## config.mk

```make
export PLATFORM = sky130hd
export DESIGN_NAME = uart_tx_arbiter
export DESIGN_NICKNAME = d
export VERILOG_FILES = /design/src/rtl/uart_tx_arbiter_pkg.sv /design/src/rtl/uart_tx_arbiter_rr_arb2.sv /design/src/rtl/uart_tx_arbiter.sv
export SDC_FILE = /design/constraint.sdc
export NUM_CORES = 1
export LEC_CHECK = 0
export ABC_AREA = 1
export CAP_MARGIN = 20
export CELL_PAD_IN_SITES_DETAIL_PLACEMENT = 2
export CELL_PAD_IN_SITES_GLOBAL_PLACEMENT = 2
export CORE_ASPECT_RATIO = 0.75
export CORE_MARGIN = 3
export CORE_UTILIZATION = 28
export DETAILED_ROUTE_END_ITERATION = 7
export PLACE_DENSITY = 0.91
export SYNTH_ARGS = -nofsm -noshare
export SYNTH_HDL_FRONTEND = slang
export SYNTH_SLANG_ARGS = --single-unit
```

## constraint.sdc

```tcl
create_clock -name clk -period 2.17 [get_ports clk]
set_clock_uncertainty 0.2 [all_clocks]
set_input_delay 0.3255 -clock clk [delete_from_list [all_inputs] [get_ports clk]]
set_output_delay 0.3255 -clock clk [all_outputs]
set_load 0.01 [all_outputs]
```

## src/rtl/uart_tx_arbiter_pkg.sv

```systemverilog
// Shared definitions for the two-source uart_send arbiter: FSM state
// encoding and the line-level constants used for the idle indication.
package uart_tx_arbiter_pkg;

    typedef enum logic [2:0] {
        ST_IDLE      = 3'd0,
        ST_LAUNCH    = 3'd1,
        ST_WAIT_BUSY = 3'd2,
        ST_WAIT_DONE = 3'd3,
        ST_GAP       = 3'd4
    } tx_state_e;

    localparam logic LVL_AVAIL   = 1'b1;
    localparam logic LVL_UNAVAIL = 1'b0;

endpackage

```

## src/rtl/uart_tx_arbiter_rr_arb2.sv

```systemverilog
// Two-way round-robin grant. The grant is combinational from the valid
// vector and the pointer; the pointer moves past the winner only when the
// owner of this arbiter accepts the grant.
module uart_rr_arb2 (
    input  logic       clk,
    input  logic       rst,
    input  logic [1:0] valid_i,
    input  logic       accept_i,
    output logic       grant_o,
    output logic       grant_vld_o
);

    logic ptr_q;
    logic ptr_d;

    // Pointer side wins if it is asking, otherwise the other side.
    always_comb begin
        grant_vld_o = |valid_i;
        grant_o     = valid_i[ptr_q] ? ptr_q : ~ptr_q;
        ptr_d       = accept_i ? ~grant_o : ptr_q;
    end

    // Pointer register; after reset requester 0 has priority.
    always_ff @(posedge clk or negedge rst) begin
        if (!rst) begin
            ptr_q <= 1'b0;
        end else begin
            ptr_q <= ptr_d;
        end
    end

endmodule

```

## src/rtl/uart_tx_arbiter.sv

```systemverilog
// Shares one uart_send transmitter between two byte sources. One byte is
// granted per frame in round-robin order, latched and held on send_data,
// launched with a send_ce strobe and tracked through send_busy. A frame
// whose busy flag never rises within BUSY_TIMEOUT cycles is dropped.
module uart_tx_arbiter
    import uart_tx_arbiter_pkg::*;
#(
    parameter int BUSY_TIMEOUT = 16,
    parameter int TO_W         = 5
) (
    input  logic       clk,
    input  logic       rst,
    input  logic       req0_valid,
    input  logic [7:0] req0_data,
    output logic       req0_ready,
    input  logic       req1_valid,
    input  logic [7:0] req1_data,
    output logic       req1_ready,
    output logic       send_ce,
    output logic [7:0] send_data,
    input  logic       send_busy,
    output logic       tx_owner,
    output logic       idle,
    output logic       timeout_err
);

    localparam logic [TO_W-1:0] TO_MAX = TO_W'(BUSY_TIMEOUT);

    tx_state_e       state_q, state_d;
    logic [7:0]      data_q, data_d;
    logic            owner_q, owner_d;
    logic            rdy0_q, rdy0_d;
    logic            rdy1_q, rdy1_d;
    logic            ce_q, ce_d;
    logic [TO_W-1:0] cnt_q, cnt_d;
    logic            grant;
    logic            grant_vld;
    logic            accept;

    uart_rr_arb2 u_arb (
        .clk         (clk),
        .rst         (rst),
        .valid_i     ({req1_valid, req0_valid}),
        .accept_i    (accept),
        .grant_o     (grant),
        .grant_vld_o (grant_vld)
    );

    // Next-state logic: grant in IDLE, strobe, wait for busy rise/fall, one gap cycle.
    always_comb begin
        state_d     = state_q;
        data_d      = data_q;
        owner_d     = owner_q;
        rdy0_d      = 1'b0;
        rdy1_d      = 1'b0;
        ce_d        = 1'b0;
        cnt_d       = cnt_q;
        accept      = 1'b0;
        timeout_err = 1'b0;
        unique case (state_q)
            ST_IDLE: begin
                // A busy transmitter seen in IDLE belongs to someone else: hold off.
                if (grant_vld && !send_busy) begin
                    accept  = 1'b1;
                    data_d  = grant ? req1_data : req0_data;
                    rdy0_d  = ~grant;
                    rdy1_d  = grant;
                    owner_d = grant;
                    cnt_d   = '0;
                    state_d = ST_LAUNCH;
                end
            end
            ST_LAUNCH: begin
                // send_ce is registered, so it reaches uart_send one cycle after ready.
                ce_d    = 1'b1;
                cnt_d   = cnt_q + TO_W'(1);
                state_d = ST_WAIT_BUSY;
            end
            ST_WAIT_BUSY: begin
                if (send_busy) begin
                    state_d = ST_WAIT_DONE;
                end else if (cnt_q == TO_MAX) begin
                    timeout_err = 1'b1;
                    state_d     = ST_IDLE;
                end else begin
                    cnt_d = cnt_q + TO_W'(1);
                end
            end
            ST_WAIT_DONE: begin
                if (!send_busy) begin
                    state_d = ST_GAP;
                end
            end
            ST_GAP: begin
                state_d = ST_IDLE;
            end
            default: begin
                state_d = ST_IDLE;
            end
        endcase
    end

    // State, latched byte and registered handshake/strobe outputs.
    always_ff @(posedge clk or negedge rst) begin
        if (!rst) begin
            state_q <= ST_IDLE;
            data_q  <= 8'h00;
            owner_q <= 1'b0;
            rdy0_q  <= 1'b0;
            rdy1_q  <= 1'b0;
            ce_q    <= 1'b0;
            cnt_q   <= '0;
        end else begin
            state_q <= state_d;
            data_q  <= data_d;
            owner_q <= owner_d;
            rdy0_q  <= rdy0_d;
            rdy1_q  <= rdy1_d;
            ce_q    <= ce_d;
            cnt_q   <= cnt_d;
        end
    end

    assign req0_ready = rdy0_q;
    assign req1_ready = rdy1_q;
    assign send_ce    = ce_q;
    assign send_data  = data_q;
    assign tx_owner   = owner_q;
    assign idle       = ((state_q == ST_IDLE) && !send_busy) ? LVL_AVAIL : LVL_UNAVAIL;

endmodule
```

==> metrics.md <==
| Metric | Value |
|---|---|
| RSZ-0062 raised after global routing | `false` |
| Final nets | `roughly 210` |
| Clock buffer count from CTS | `3` |
| Synth top area cells | `dfrtp_1 (45%), nand2_1 (17%), nand3_1 (8.2%), inv_1 (4.5%), nor2_4 (3.9%)` |
| Most frequent cells after synthesis | `nand2_1 (52), dfrtp_1 (21), nand3_1 (19)` |
| Tot Pwr | `0.00198 W` |
| Power per cell area | `around 1200 nW/um^2` |
| H-tree Lvls | `1` |
| Post-synth EDFFs | `0` |
| Crit path max fanout | `5` |
| Least-Margin Pin Slew | `between 0.3 and 0.4 ns` |
| Async SR Flop Fraction | `1.00` |
| Min-Delay Path Class | `in -> async` |
| # IOs | `35` |
| FMAX | `493 MHz` |
| Die span in y | `around 62 um` |
| Via Count | `1103` |
| Die width | `approximately 80 um` |
| Synth Flop Type | `dfrtp_1` |
| Yosys top cell area share | `0.454` |
| Post-synth design cell area | `1160 um^2` |
| Most common cell in the synthesized netlist | `nand2_1` |
| Clock root buffer | `clkbuf_8` |
| DR vias/cell | `4.65` |
| Worst skew pair latency | `0.26 ns` |
| Routed wire length per instance | `~17 um` |
| Cts hold-fix bufs | `0` |
| Met3 routed WL | `roughly 120 um` |
| Layout cells sized above 1 | `0.146` |
| Post CTS Setup Buffer Count | `0` |
| Met1 wire length | `roughly 1700 um` |
| Register area share after synthesis | `0.454` |
| R2R cell count | `8` |
| Reg-to-Reg Start | `cnt_q[1]$_DFFE_PN0P_` |
| First-pass GRT wire length | `about 6500 um` |
| Starting Density | `0.305` |
| Synth Area per Inst | `roughly 8 um^2` |
| Startpoint Class | `flop` |
| Grt total ovfl | `0` |
| Layout Area Growth over Synthesis | `41.5%` |
| # rows | `19` |
| DIE AREA | `slightly below 5000 um^2` |
| WL final | `approximately 4000 um` |
| CORE AREA | `roughly 3800 um^2` |
| Dominant cell type by area after synthesis | `dfrtp_1` |
| All-Layer GR Usage | `0.174` |
| Largest net degree at the start of global routing | `22` |
| Number of library cell types mapped by synthesis | `24` |
| Synth warn | `0` |
| Pre-Repair DR Iteration Count | `4` |
| Tmin final | `approximately 2.0 ns` |
| Initial antenna violation count | `0` |
| Highest routed metal layer | `met4` |
| Port buffer count | `34` |
| Max-slew violations | `0` |
| Mapped Cells | `144` |
| R2R Setup Slk | `0.50 ns` |
| VDD IR max | `around 580 uV` |
| Fin crit share | `0.935` |
| Critical path required time | `approximately 1.6 ns` |
| Worst-path clk slew | `around 0.080 ns` |
| CTS tree | `done` |
| Final antenna-violating net count | `0` |
| Register bit total from synthesis | `21` |
| Clock Sinks | `21` |
| Relative slew slack | `0.797` |
| Crit. End Element | `output port` |
| HPWL after DPL | `3140 um` |
| Status | `finished clean` |
| CP Class | `reg -> out` |
| Total nets after synthesis | `167` |
| N_diodes | `0` |
| Final Hold Viols | `0` |
| GP Congestion | `0.828` |
| Setup TNS | `0 ns` |
| DR WL met2 | `about 2200 um` |
| Reg2reg end | `cnt_q[2]$_DFFE_PN0P_` |
| Setup-failing EPs final | `0` |
| Max Cap Viol | `0` |
| Clock Path Buffers | `2` |
| Leak | `approximately 0.79 nW` |
| Initial DRC Count | `21` |
| Number of global-route vias before repair | `1293` |
| CP arrival | `around 1.5 ns` |
| DRC | `0` |
-- registers in the layout, indices dropped and copies added, names as in the netlist --
register	cells
tx_owner	1
state_q	3
send_data	8
u_arb.ptr_q	1
cnt_q	5
send_ce	1
req1_ready	1
req0_ready	1
-- worst max-delay path by stage --
stage                              start          end  slack, ns  depth (start not counted)
floorplan           cnt_q[0]$_DFFE_PN0P_  timeout_err       0.67                          4
global placement               send_busy  timeout_err       0.03                          3
detailed placement             send_busy  timeout_err       0.05                          3
CTS                 cnt_q[1]$_DFFE_PN0P_  timeout_err       0.11                          5
global route        cnt_q[1]$_DFFE_PN0P_  timeout_err      0.009                          5
finish              cnt_q[1]$_DFFE_PN0P_  timeout_err       0.14                          5
-- cell usage in the layout, fill, tap and decap left out --
master            n
clkbuf_1          1
nand2_2           2
a21oi_1           2
buf_4             5
inv_2             2
o21ai_4           1
a21boi_0          1
dlygate4sd2_1     2
nor2_4            5
nand2_4           3
nor2_1            8
inv_1            14
o21ai_0           1
dfrtp_2           1
ha_1              2
nor3_2            1
nand3b_1          1
nor2_8            1
nand3_2           1
clkbuf_8          3
nand2_1          52
clkdlybuf4s50_1  32
o21ai_2           1
dfrtp_1          20
nand4_1           2
nor2_2            1
o21ai_1           1
nand3_1          19
-- metal layers --
layer | track usage | vias to the layer above
li1 | - | 530
met1 | 0.213 | 553
met2 | 0.327 | 18
met3 | 0.0375 | 2
met4 | 0.0313 | 0
met5 | 0 | -
-- metrics by stage --
| step | hold slack (ns) | instances | utilization | cell area (um^2) | worst slack, ns |
|---|---|---|---|---|---|
| finish | 0.208 | 237 | 0.431 | 1640 | 0.141 |
| detailed placement | 0.293 | 233 | 0.417 | 1590 | 0.0523 |
| CTS | 0.214 | 237 | 0.430 | 1630 | 0.113 |
| floorplan | -0.170 | 144 | - | 1160 | 0.675 |
| global placement | 0.282 | 233 | 0.417 | 1590 | 0.0336 |
| global route | 0.219 | 237 | 0.431 | 1640 | 0.00897 |
-- timing repair --
action | 4_1_cts | 5_1_grt
endpoints found under the hold margin | 0 | 0
setup endpoints to repair | 2 | 1
pin swaps | 0 | 0
gates cloned | 0 | 0
gates resized for setup | 4 | 1
-- cells by family after synthesis --
family,after synthesis,share of synthesized area
and+or+nand+nor,96,0.414
AOI/OAI and AO/OA,7,0.0454
adders and majority gates,2,0.0216
DFF,21,0.454
buffers and inverters,18,0.0659
-- power by group --
part	total, W	internal (W)	switching (W)
sequential	0.000641	0.000537	0.000104
clock	0.000263	0.000131	0.000132
combinational	0.00108	0.000448	0.000630
-- critical path, cell delays in order, from the launching register on --
cell,delay [ns]
dfrtp_1,0.44
inv_1,0.08
ha_1,0.13
nand3_1,0.16
nor3_2,0.13
dlygate4sd2_1,0.29
-- cell type report --
class / count / area (um^2)
Clock buffer: 4 / 45.0
Fill cell: 435 / 2160
Inverter: 16 / 60.1
Multi-Input combinational cell: 105 / 567
Sequential cell: 21 / 527
Tap cell: 52 / 65.1
Timing Repair Buffer: 39 / 375
Power figures use the tool's default switching activity.
==> patch 1 (config.mk and constraints unchanged) <==
The 5 states of `tx_state_e` get a one-hot encoding in 5 bits.
--- a/src/rtl/uart_tx_arbiter_pkg.sv
+++ b/src/rtl/uart_tx_arbiter_pkg.sv
@@ -2,12 +2,12 @@
 // encoding and the line-level constants used for the idle indication.
 package uart_tx_arbiter_pkg;
 
-    typedef enum logic [2:0] {
-        ST_IDLE      = 3'd0,
-        ST_LAUNCH    = 3'd1,
-        ST_WAIT_BUSY = 3'd2,
-        ST_WAIT_DONE = 3'd3,
-        ST_GAP       = 3'd4
+    typedef enum logic [4:0] {
+        ST_IDLE      = 5'b00001,
+        ST_LAUNCH    = 5'b00010,
+        ST_WAIT_BUSY = 5'b00100,
+        ST_WAIT_DONE = 5'b01000,
+        ST_GAP       = 5'b10000
     } tx_state_e;
 
     localparam logic LVL_AVAIL   = 1'b1;
Function: no difference found for any inputs over 10 cycles, from zero or initial values and one cycle with rst low; not proved beyond that.
==> patch 1 against the unedited design <==
- power decreased by 1.0%
- combinational power down 4%
- routed wire length rose by 3.2%
- worst setup slack better by 0.0067 ns
- final area rose by 11%
- sequential cell count up 2
- core utilization down 0.36 points
- worst hold slack better by 0.0049 ns
- area after synthesis rose by 12%
- count of clock-buffer cells in the layout stayed put
- maximum frequency grew 0.33%
- critical endpoint unchanged
- largest cell class unchanged
- largest power group unchanged
- highest routed layer unchanged
==> patch 1: results (changes against the unedited design) <==
finalCritPeriodShare_pct: 93.20  # -0.31 points
antenna_found_initial: 0  # unchanged
met2WireLength_um: 2126  # -2.3%
grt.total_usage_pct: 16.45  # -0.98 points
worst_hold_slack_ns: 0.2133  # +0.004856 ns
gp_congestion: 0.7248  # -13%
dp_slack_ns: 0.04843  # -0.003832 ns
grtUsageMet2_pct: 30.37  # -2.3 points
reg2reg_slack_ns: 0.44  # -0.06 ns
cpMaxStageDelayCell: "dfstp_2"
fin_cells: 270  # +14%
layout-drive-gt1-share_pct: 20.00  # +5.4 points
met3_length_um: 160  # +30%
synth_ff_type: "dfrtp_1"
worst_pin_slew_ns: 0.2991  # -0.003700 ns
yosys-top-cells-count: "73 x nand2_1, 22 x dfrtp_1, 10 x nor2_1"
clockBufferDepth: 2  # unchanged
worst_path_largest_cell_delay_ns: 0.38  # -0.06 ns
vias: 1261  # +14%
status: "complete, no violations"
wl_um: 4117  # +3.2%
cpLargestDelayFamily: "buffers and inverters"
worstPathMaxFanout: 3  # -2
grt_pass1_wl_um: 7079  # +8.6%
dp_hpwl_um: 3242  # +3.4%
syn-num-nets: 191  # +14%
p_leak_nw: 0.9164  # +16%
drtIter0Drc: 27  # +29%
first_pass_iters: 4  # unchanged
grt_use_met3_pct: 4.066  # +0.32 points
grt_max_degree: 24  # +9.1%
grt_pass1_vias: 1428  # +10%
wl_met1_um: 1787  # +7.6%
synth_edf_count: 0  # unchanged
final_nets: 239  # +14%
syn_area_per_cell_um2: 7.731  # -3.9%
synth_warnings: 0  # unchanged
grt_util_met1_pct: 19.39  # -1.9 points
antenna_cells: 0  # unchanged
yosys.cell_types.count: 24  # unchanged
largest_reg_flops: 8  # unchanged
dpl_cell_area_mm2: 0.001763  # +11%
peakVddDrop_uv: 375.4  # -35%
synthTopCellsByArea: "dfrtp_1 42%, nand2_1 21%, nand3_1 3.5%"
ys_seq_area_share_pct: 44.41  # -0.94 points
-- patch 1: cell count changes in the layout (fill, tap and decap cells not counted), sizes merged, moves of 2 or more --
| cell | before | now |
|---|---|---|
| a21oi | 2 | 5 |
| buf | 5 | 12 |
| nand2 | 57 | 76 |
| nand3 | 20 | 12 |
| nor2 | 15 | 18 |
| nor3 | 1 | 3 |
-- patch 1: area by class of cell --
type                    instances  area, um^2
inverters                      17       66.31
fillers                       510        2436
multi-input cells             125       633.1
well taps                      55       68.82
clock buffers                   4       45.04
flip-flops and latches         23       576.8
repair buffers                 46       427.9
-- patch 1: worst reg2reg max path, delay by kind of cell (launching register included) --
kind	cells	cell delay (ns)
simple gates	7	0.66
buf+inv	3	0.39
flops	1	0.38
-- patch 1: path summary, 6_finish.rpt --
kind / from / to / depth (start not counted)
worst min-delay path: rst / cnt_q[2] / 2
max in group asynchronous: rst / state_q[0] / 2
min in group clk: send_data[6] / send_data[6] / 2
worst max register to register: state_q[0] / cnt_q[0] / 10
worst max-delay path: state_q[0] / timeout_err / 5
worst min register to register: send_data[6] / send_data[6] / 2
-- patch 1: where the power goes --
group / internal (mW) / switching, mW / total, mW
Clock: 0.131 / 0.137 / 0.268
Combinational: 0.432 / 0.610 / 1.04
Sequential: 0.561 / 0.0903 / 0.651
-- patch 1: kinds of logic (layout without fill, tap and decap cells) --
group	after synthesis	after routing	synth area share [%]
and+or+nand+nor	113	113	40.85
DFF	23	23	44.41
buffers and inverters	20	67	7.225
AOI/OAI and AO/OA	9	9	4.913
adders and majority gates	2	2	1.926
xor gates and xnor gates	1	1	0.6745
-- patch 1: repair_timing --
item | 4_1_cts | 5_1_grt
gates resized for setup | 3 | 0
endpoints found under the hold margin | 0 | 0
setup buffers | 1 | 0
hold buffers | 0 | 0
setup endpoints to repair | 2 | 0
==> patch 2 (config.mk and constraints unchanged) <==
Without the edit above. Change the parameter `TO_W` from 5 to 6.
--- a/src/rtl/uart_tx_arbiter.sv
+++ b/src/rtl/uart_tx_arbiter.sv
@@ -6,7 +6,7 @@
     import uart_tx_arbiter_pkg::*;
 #(
     parameter int BUSY_TIMEOUT = 16,
-    parameter int TO_W         = 5
+    parameter int TO_W         = 6
 ) (
     input  logic       clk,
     input  logic       rst,
Formal check against the unedited RTL: same outputs for any inputs over 10 cycles, from zero or initial values and one cycle with rst low; that may be too few to reach the edited logic, so the function may still have changed.
==> patch 2 against the unedited design <==
- critical path depth grew 2
- power shrank 0.69%
- sequential cell count grew 1
- maximum frequency grew 0.88%
- area after synthesis grew 1.8%
- routed wire length shrank 0.55%
- core utilization shrank 0.43 points
- final area grew 0.23%
- worst setup slack gained 0.018 ns
==> patch 2: results (changes against the unedited design) <==
cts_buffers: 3  # unchanged
grt_pass1_wl_um: 6513  # -0.11%
slew_headroom_pct: 79.81  # about the same
grt_pass1_vias: 1296  # +0.23%
antenna_cells: 0  # unchanged
core_mm2: 0.003851  # +1.2%
syn-instance-count: 140  # -2.8%
cts_root_buffer: "clkbuf_8"
pg_seq_mw: 0.657  # +2%
antenna_found_initial: 0  # unchanged
grt_max_degree: 23  # +4.5%
vias: 1099  # -0.36%
synth_top_area_cell: "dfrtp_1"
synth_warnings: 0  # unchanged
fin_cells: 232  # -2.1%
seqPwrFrac_pct: 33.4  # +1.1 points
r2r_cells: 10  # +2
grt.total_usage_pct: 16.95  # -0.49 points
final_nets: 205  # -1.9%
syn-num-nets: 163  # -2.4%
p_int_mw: 1.104  # -1.1%
worst_path_largest_cell_delay_ns: 0.40  # -0.04 ns
wl_um: 3968  # -0.55%
reg2reg_from: "cnt_q[0]"
reg2reg_slack_ns: 0.42  # -0.08 ns
yosys.cell_types.count: 21  # -13%
hp-class: "input port to async pin"
cpLargestDelayFamily: "simple AND/OR/NAND/NOR gates"
largest_reg_flops: 8  # unchanged
synth_async_sr_flop_share_pct: 100.0  # unchanged
status: "complete, no violations"
peakVddDrop_uv: 434.1  # -25%
drtIter0Drc: 42  # +100%
r2r_end: "cnt_q[1]"
synthTopCellsByArea: "dfrtp_1 47%, nand2_1 14%, nand3_1 6.8%"
yosys-top-cells-count: "45 x nand2_1, 22 x dfrtp_1, 16 x nand3_1"
worstPathMaxFanout: 3  # -2
p_leak_nw: 0.7648  # -3.5%
clkPwrFrac_pct: 13.1  # -0.2 points
ys_seq_area_share_pct: 46.66  # +1.3 points
layout-drive-gt1-share_pct: 20.56  # +6.0 points
gp_congestion: 0.8022  # -3.2%
cts_resized: 2  # -2
dp_hpwl_um: 3248  # +3.5%
-- patch 2: changes by cell type in the layout (fill, tap and decap cells not counted), sizes merged, moves of 2 or more --
cell,before,now
nand3,20,17
nand2,57,53
o21ai,4,10
o21bai,0,2
inv,16,13
dlygate4sd2,2,0
a21oi,2,0
-- patch 2: through the flow --
stage               hold WS (ns)  instance area [um^2]  worst slack (ns)
floorplan                -0.1701                  1180            0.5669
global placement          0.2742                  1598            0.1245
detailed placement        0.2979                  1598           0.04840
CTS                       0.2253                  1643           0.01660
global route              0.2546                  1643           0.03986
finish                    0.2191                  1643            0.1587
-- patch 2: metal layers --
metal | global-route usage (%) | wire [um]
met3 | 2.890 | 81
met1 | 20.13 | 1662
met4 | 3.586 | 42
met5 | 0 | 0
met2 | 31.35 | 2182
-- patch 2: worst max-delay path by stage --
stage	from	to	slack (ns)	depth (start not counted)
after global routing	cnt_q[0]	timeout_err	0.04	7
after global placement	send_busy	timeout_err	0.12	3
after floorplan	cnt_q[0]	timeout_err	0.57	6
after detailed placement	cnt_q[0]	timeout_err	0.05	7
final	cnt_q[0]	timeout_err	0.16	7
after CTS	state_q[1]	idle	0.02	4
-- patch 2: cells by family after synthesis --
family | count (synthesis) | synth area share [%]
fa+ha+maj | 2 | 2.121
flops | 22 | 46.66
buf+inv | 15 | 6.257
simple gates | 89 | 37.22
compound gates | 12 | 7.741
-- patch 2: final cells by class --
| class | instances | area, um^2 |
|---|---|---|
| clock buffer | 3 | 41.29 |
| tap | 52 | 65.06 |
| multi-input combinational | 103 | 560.5 |
| inverter | 13 | 48.80 |
| sequential | 22 | 551.8 |
| fill | 452 | 2208 |
| timing repair buffer | 39 | 375.4 |
